<file path="config.mk">
export PLATFORM = sky130hd
export DESIGN_NAME = base_encoder
export DESIGN_NICKNAME = d
export VERILOG_FILES = /design/src/rtl/enc_pkg.sv /design/src/rtl/prio_enc_comb.sv /design/src/rtl/base_encoder.sv
export SDC_FILE = /design/constraint.sdc
export NUM_CORES = 1
export LEC_CHECK = 0
export BUFFER_PORTS_ARGS = -buffer_cell sky130_fd_sc_hd__buf_4
export CORE_AREA = 2 2 42 44
export DETAILED_ROUTE_END_ITERATION = 7
export DIE_AREA = 0 0 44 46
export PLACE_DENSITY = 0.7
export RECOVER_POWER = 25
export SYNTH_ARGS = -nofsm -noshare
export SYNTH_HDL_FRONTEND = slang
export SYNTH_HIERARCHICAL = 1
export SYNTH_SLANG_ARGS = --single-unit
</file>
<file path="constraint.sdc">
create_clock -name clk -period 1.6 [get_ports clk]
set_clock_uncertainty 0.2 [all_clocks]
set_input_delay 0.32 -clock clk [delete_from_list [all_inputs] [get_ports clk]]
set_output_delay 0.32 -clock clk [all_outputs]
set_load 0.005 [all_outputs]
</file>
<file path="src/rtl/enc_pkg.sv">
// enc_pkg: shared types and defaults for the base_encoder slice.
//   ENC_OUT_W / ENC_CNT_W : default index and error-counter widths
//   occ_e                 : output-buffer occupancy state
//   enc_res_t             : one encoded result {out, out_en, out_err}
// The result struct is sized by ENC_OUT_W, so instances must keep OUT_W at
// that value (CNT_W is free to change).
package enc_pkg;

  localparam int ENC_OUT_W = 2;
  localparam int ENC_CNT_W = 8;

  typedef enum logic [1:0] {
    OCC_EMPTY = 2'd0,
    OCC_ONE   = 2'd1,
    OCC_TWO   = 2'd2
  } occ_e;

  typedef struct packed {
    logic [ENC_OUT_W-1:0] out;
    logic                 out_en;
    logic                 out_err;
  } enc_res_t;

endpackage

</file>
<file path="src/rtl/prio_enc_comb.sv">
// prio_enc_comb: combinational priority encoder.
//   in  : one-hot (ideally) input word, 2**OUT_W bits
//   en  : encode enable; when low the result is all zero
//   res : {index of highest set bit, index valid, multi-hot flag}
// Build option BASE_ENCODER_ERRCHK_EN: when undefined the multi-hot detector
// is not built and res.out_err is constant 0.
module prio_enc_comb
  import enc_pkg::*;
#(
  parameter int OUT_W = ENC_OUT_W
) (
  input  logic [2**OUT_W-1:0] in,
  input  logic                en,
  output enc_res_t            res
);

  always_comb begin
`ifdef BASE_ENCODER_ERRCHK_EN
    logic seen;
    seen = 1'b0;
`endif
    res = '0;
    if (en) begin
      // Ascending scan: the last hit is the highest set bit.
      for (int i = 0; i < 2**OUT_W; i++) begin
        if (in[i]) begin
          res.out    = OUT_W'(i);
          res.out_en = 1'b1;
`ifdef BASE_ENCODER_ERRCHK_EN
          if (seen) res.out_err = 1'b1;
          seen = 1'b1;
`endif
        end
      end
    end
  end

endmodule

</file>
<file path="src/rtl/base_encoder.sv">
// base_encoder: registered priority encoder with a 2-entry output buffer.
//   clk, rst            : clock, async active-high reset
//   in_valid/in_ready   : input handshake (in_ready registered)
//   in, en              : input word and encode enable
//   out_valid/out_ready : output handshake
//   out, out_en, out_err: head-of-buffer result
//   err_cnt             : saturating count of accepted multi-hot words
// Build option BASE_ENCODER_ERRCHK_EN: enables multi-hot flagging and err_cnt;
// when undefined out_err and err_cnt are 0.
module base_encoder
  import enc_pkg::*;
#(
  parameter int OUT_W = ENC_OUT_W,
  parameter int CNT_W = ENC_CNT_W
) (
  input  logic                clk,
  input  logic                rst,
  input  logic                in_valid,
  output logic                in_ready,
  input  logic [2**OUT_W-1:0] in,
  input  logic                en,
  output logic                out_valid,
  input  logic                out_ready,
  output logic [OUT_W-1:0]    out,
  output logic                out_en,
  output logic                out_err,
  output logic [CNT_W-1:0]    err_cnt
);

  occ_e     state_q, state_d;
  enc_res_t head_q, head_d;
  enc_res_t skid_q, skid_d;
  logic     in_ready_q, in_ready_d;
  enc_res_t enc_res;
  logic     acc, drn;

  prio_enc_comb #(.OUT_W(OUT_W)) u_prio (
    .in  (in),
    .en  (en),
    .res (enc_res)
  );

  assign acc = in_valid & in_ready_q;
  assign drn = out_valid & out_ready;

  // State register
  always_ff @(posedge clk or posedge rst) begin
    if (rst) begin
      state_q    <= OCC_EMPTY;
      head_q     <= '0;
      skid_q     <= '0;
      in_ready_q <= 1'b0;
    end else begin
      state_q    <= state_d;
      head_q     <= head_d;
      skid_q     <= skid_d;
      in_ready_q <= in_ready_d;
    end
  end

  // Next-state
  always_comb begin
    state_d = state_q;
    unique case (state_q)
      OCC_EMPTY: if (acc) state_d = OCC_ONE;
      OCC_ONE: begin
        if (acc && !drn)      state_d = OCC_TWO;
        else if (!acc && drn) state_d = OCC_EMPTY;
      end
      OCC_TWO:   if (drn) state_d = OCC_ONE;
      default:   state_d = OCC_EMPTY;
    endcase
  end

  // Outputs and buffer data
  always_comb begin
    out_valid  = (state_q != OCC_EMPTY);
    in_ready_d = (state_d != OCC_TWO);
    head_d     = head_q;
    skid_d     = skid_q;
    unique case (state_q)
      OCC_EMPTY: if (acc) head_d = enc_res;
      OCC_ONE: begin
        // Accept together with drain overwrites the head: no bubble.
        if (acc && drn) head_d = enc_res;
        else if (acc)   skid_d = enc_res;
      end
      OCC_TWO:   if (drn) head_d = skid_q;
      default:   ;
    endcase
  end

  assign in_ready = in_ready_q;
  assign out      = head_q.out;
  assign out_en   = head_q.out_en;
  assign out_err  = head_q.out_err;

`ifdef BASE_ENCODER_ERRCHK_EN
  logic [CNT_W-1:0] err_cnt_q, err_cnt_d;

  // Counted at acceptance, saturating at all-ones.
  always_comb begin
    err_cnt_d = err_cnt_q;
    if (acc && enc_res.out_err && (err_cnt_q != {CNT_W{1'b1}}))
      err_cnt_d = err_cnt_q + 1'b1;
  end

  always_ff @(posedge clk or posedge rst) begin
    if (rst) err_cnt_q <= '0;
    else     err_cnt_q <= err_cnt_d;
  end

  assign err_cnt = err_cnt_q;
`else
  assign err_cnt = '0;
`endif

endmodule

</file>
Yosys cells after proc, flatten, opt, wreduce, memory -nomap -nowiden
Index checks and enable logic that the tools add are counted.
- register bits after elaboration: 10
- input port bits: 9
- output and inout port bits: 14
- eq/ne operators: 6
- mux-type cells: 14
- bitwise operators: 3
- reduce and logical (&&, ||, !) cells: 10
- operators with widths (kind ; count):
    $mux W4 ; 3
    $pmux W4 S3 ; 1
    $mux W2 ; 5
    $mux W3 ; 3
    $ne A2 B2 Y1 const B ; 4
    $pmux W2 S3 ; 1
    $reduce_and A4 Y1 ; 1
    $logic_and A1 B1 Y1 ; 3
    $reduce_and A3 Y1 ; 1
    $reduce_bool A3 Y1 ; 1
    $and A1 B1 Y1 ; 2
    $eq A2 B1 Y1 const B ; 1
    $eq A2 B2 Y1 const B ; 1
    $logic_not A1 Y1 ; 2
    $logic_not A2 Y1 ; 1
    $reduce_bool A2 Y1 ; 1
    $mux W1 ; 1
    $not A1 Y1 ; 1

Logic depth before layout (Yosys ltp)
- depth after elaboration: 7
- gate-level depth with buffers: 4
- mapped depth without buffers: 4

Hierarchy
Netlist, hierarchy kept.
- modules (own cells, without submodules) (module ; instances ; cells each ; area an instance (um^2)):
    base_encoder ; 1 ; 46 ; 583.1
    prio_enc_comb ; 1 ; 6 ; 43.8

Least setup slack after synthesis
No wires, ideal clock.
- path kind: input -> register
- start point: in in[3]
- end point: reg head_q, in the netlist out_en
- library setup time: 0.125 ns
- data arrival time: 1.257 ns
- slack: 0.018 ns
- stages: 3
- buffers on the path: 0
- path through: o41a_1 > mux2_1 > mux2_2
- word-level cells in the longest chain between the ends: 4
- elaborated cells on any way between the ends: 5
- classes of those cells: mux: 5
- ends and longest elaborated chain (item ; line ; RTL):
    start, declared ; base_encoder.sv:20 ; input logic [2**OUT_W-1:0] in,
    $mux W3 * ; prio_enc_comb.sv:26 ; if (in[i]) begin
    $mux W3 * ; prio_enc_comb.sv:23 ; if (en) begin
    $mux W4 (on tied branches) ; base_encoder.sv:85, base_encoder.sv:82 ;
    $pmux W4 S3 * ; base_encoder.sv:81 ; unique case (state_q)
    end signal, assigned ; base_encoder.sv:50 ; head_q <= '0;
    end signal, assigned ; base_encoder.sv:55 ; head_q <= head_d;
    end, declared ; base_encoder.sv:31 ; enc_res_t head_q, head_d;
Every way passes the cells marked *; elsewhere a longest branch is shown, timed or not. The select of a mux whose other input is x is not followed.
A chain may end at the register's enable or synchronous reset.

Worst setup path in the final report
- start point: reg state_q[1]
- end point: out out_valid
- word-level cells in the longest chain between the ends: 1
- ends and longest elaborated chain (item ; line ; RTL):
    start, declared ; base_encoder.sv:30 ; occ_e state_q, state_d;
    start signal, assigned ; base_encoder.sv:54 ; state_q <= state_d;
    $reduce_bool A2 Y1 ; base_encoder.sv:77 ; out_valid = (state_q != OCC_EMPTY);
    end, declared ; base_encoder.sv:22 ; output logic out_valid,
Every way passes these cells.

==> results.toml <==
[global_route]
grt_pass1_vias = 479
overflow = 0
grt_max_degree = 12
grt_usage_pct = 13.6
grt_pass1_wl_mm = 1.94
antenna_found_initial = 0

[floorplan]
initial_core_util_pct = 38.8
rows = 15
die-area_um2 = 2020
die_height_um = 46
coreArea_um2 = 1610
pin_count = 23
dieWidth_um = 44

[critical_path]
crit_arrival_ns = 1.15
crit_type = "register to output port"
max_stage_delay_ns = 0.40
path_cells = "or2_4 > buf_6 > buf_6"
crit_top_cell = "buf_6"
crit_path_end_kind = "output port"
critPathMaxFanout = 3
cp_data_required_time_ns = 1.08
cp.depth = 3
start_kind = "register"
reg2reg_depth = 3
crit_buf_inv = 2
path_delay_family = "flip-flops"
slowest_stage = "dfrtp_1"

[detailed_routing]
vias = 463
ant_nets = 0
wirelength_mm = 1.20
wl_per_cell_um = 12.6
first_iter_violations = 4
dr.pass1.iters = 3
via_per_inst = 4.87
drc = 0

[sta]
whs_ns = 0.198
period_share_pct = 105
timing.fmax_mhz = 597
setup_ws_ns = -0.0746
setup_viol = 4
period_needed_ns = 1.67
rsz0062_at_grt = "yes"
setup_tns_ns = -0.180
timing_hold_violations_final = 0
maxSlewViolCount = 0

[finish]
fillers = 160
finalNonFillerCells = 95
multiInputGateArea_um2 = 324
final_common_cell = "buf_4"
drive_gt1_share_pct = 47.4
seqCellArea_um2 = 275
syn_to_final_growth_pct = 34.7
final_cell_area_um2 = 845
n_antenna_cell = 0
final_net_count = 88
final_cell_mix = "20 x buf_4, 11 x dfrtp_1, 9 x conb_1"

[run_status]
status = "finished with violations"
violations = "setup timing"

[logic_synthesis]
ys_seq_elements = 11
syn_area_per_cell_um2 = 12.1
synth_top_area_share_pct = 43.9
synth.distinct_cells = 19
seq_area_frac_synth_pct = 43.9
yosysTopAreaCell = "dfrtp_1"
syn_area_um2 = 627
syn_inst = 52
yosys-top-cells-area = "dfrtp_1 44%, mux2_1 14%, buf_4 11%"
synth_warnings = 6

[pwr]
p_leak_nw = 0.427
power.density_nw_per_um2 = 1450
power_w = 0.00122
vdd.ir_drop.worst_mv = 0.727

[place]
post_dp_cell_area_um2 = 764
dp_hpwl_um = 886
placed_cells = 88
place_congestion = 0.658
port_buffers = 14

[clocking]
clk_path_buf_depth = 2
htreeDepth = 1
clkTransAtPathRegs_ns = 0.07
cts_buffers = 3
clock_sinks = 11
insertion_delay_ns = 0.26
cts_root_buf = "clkbuf_4"
cts_tree = "yes"

[min_path]
hold_class = "input pin to register"
worstHoldPathCells = 3

[run]
maxCapViolCount = 0
==> kinds of logic (layout without fill, tap and decap cells) <==
kind of cell | count (synthesis) | count (layout) | share of synthesized area (%)
and+or+nand+nor | 9 | 9 | 11.0
other | 2 | 9 | 1.20
AOI/OAI and AO/OA | 6 | 6 | 8.78
buffers and inverters | 11 | 30 | 12.0
muxes | 13 | 13 | 23.2
DFF | 11 | 11 | 43.9
==> worst paths after layout <==
path	from	endpoint	slack, ns
min in group asynchronous	rst	state_q[1]	0.39
max in group asynchronous	rst	skid_q[1]	0.53
worst min register to register	skid_q[2]	skid_q[2]	0.28
worst max register to register	state_q[1]	out[0]	-0.04
worst max-delay path	state_q[1]	out_valid	-0.07
worst min-delay path	out_ready	in_ready	0.20
==> flip-flops by register name, indices dropped and copies added, names as in the netlist <==
register / cells
out: 2
skid_q: 4
out_err: 1
state_q: 2
out_en: 1
in_ready: 1
==> metal layers <==
layer	track usage (%)	vias up	wire (um)
li1	-	218	-
met1	15.8	224	524
met2	21.5	19	571
met3	4.76	2	88
met4	8.48	0	15
met5	0	-	0
==> per-stage QoR <==
| stage | setup slack [ns] | utilization [%] |
|---|---|---|
| 2_1_floorplan | 0.0183 | - |
| 3_3_place_gp | -0.111 | 47.4 |
| 3_5_place_dp | -0.154 | 47.4 |
| 4_1_cts | -0.0876 | 51.6 |
| 5_1_grt | -0.109 | 52.3 |
| 6_report | -0.0746 | 52.3 |
==> tightest hold or removal path, stage by stage <==
cell	delay (ns)
buf_4	0.09
buf_4	0.11
a21o_1	0.10
==> layout make-up <==
cell class	count	share of cell area (%)
Sequential cell	11	32.6
Inverter	2	0.889
Multi-Input combinational cell	37	38.4
Tap cell	17	2.52
Clock buffer	4	3.11
Timing Repair Buffer	24	22.5
==> report_power, final <==
group	leakage (nW)	switching, W	internal [W]
logic	0.280	0.000191	0.000368
clock network	0.0150	0.0000860	0.0000963
registers	0.132	0.0000792	0.000402
total	0.427	0.000356	0.000866
==> what timing repair did <==
item                       CTS  global route
pin swaps                    1             0
setup endpoints to repair    5             9
resized for setup            4             4
hold endpoints to repair    11             0
hold buffers                 1             0
setup buffers                2             0
==> cell usage after synthesis <==
cell type	n
nor3b_2	1
nand2_1	1
o21a_1	2
mux2_1	8
conb_1	2
o211ai_2	1
a21o_1	1
or2_1	1
mux2_2	4
nor2b_1	2
o41a_1	1
mux2i_1	1
nand2b_2	1
dfrtp_1	11
nand3b_1	1
buf_4	9
o221ai_1	1
inv_1	2
nand4b_1	2
Note: power is estimated with default switching activity, not from simulation.
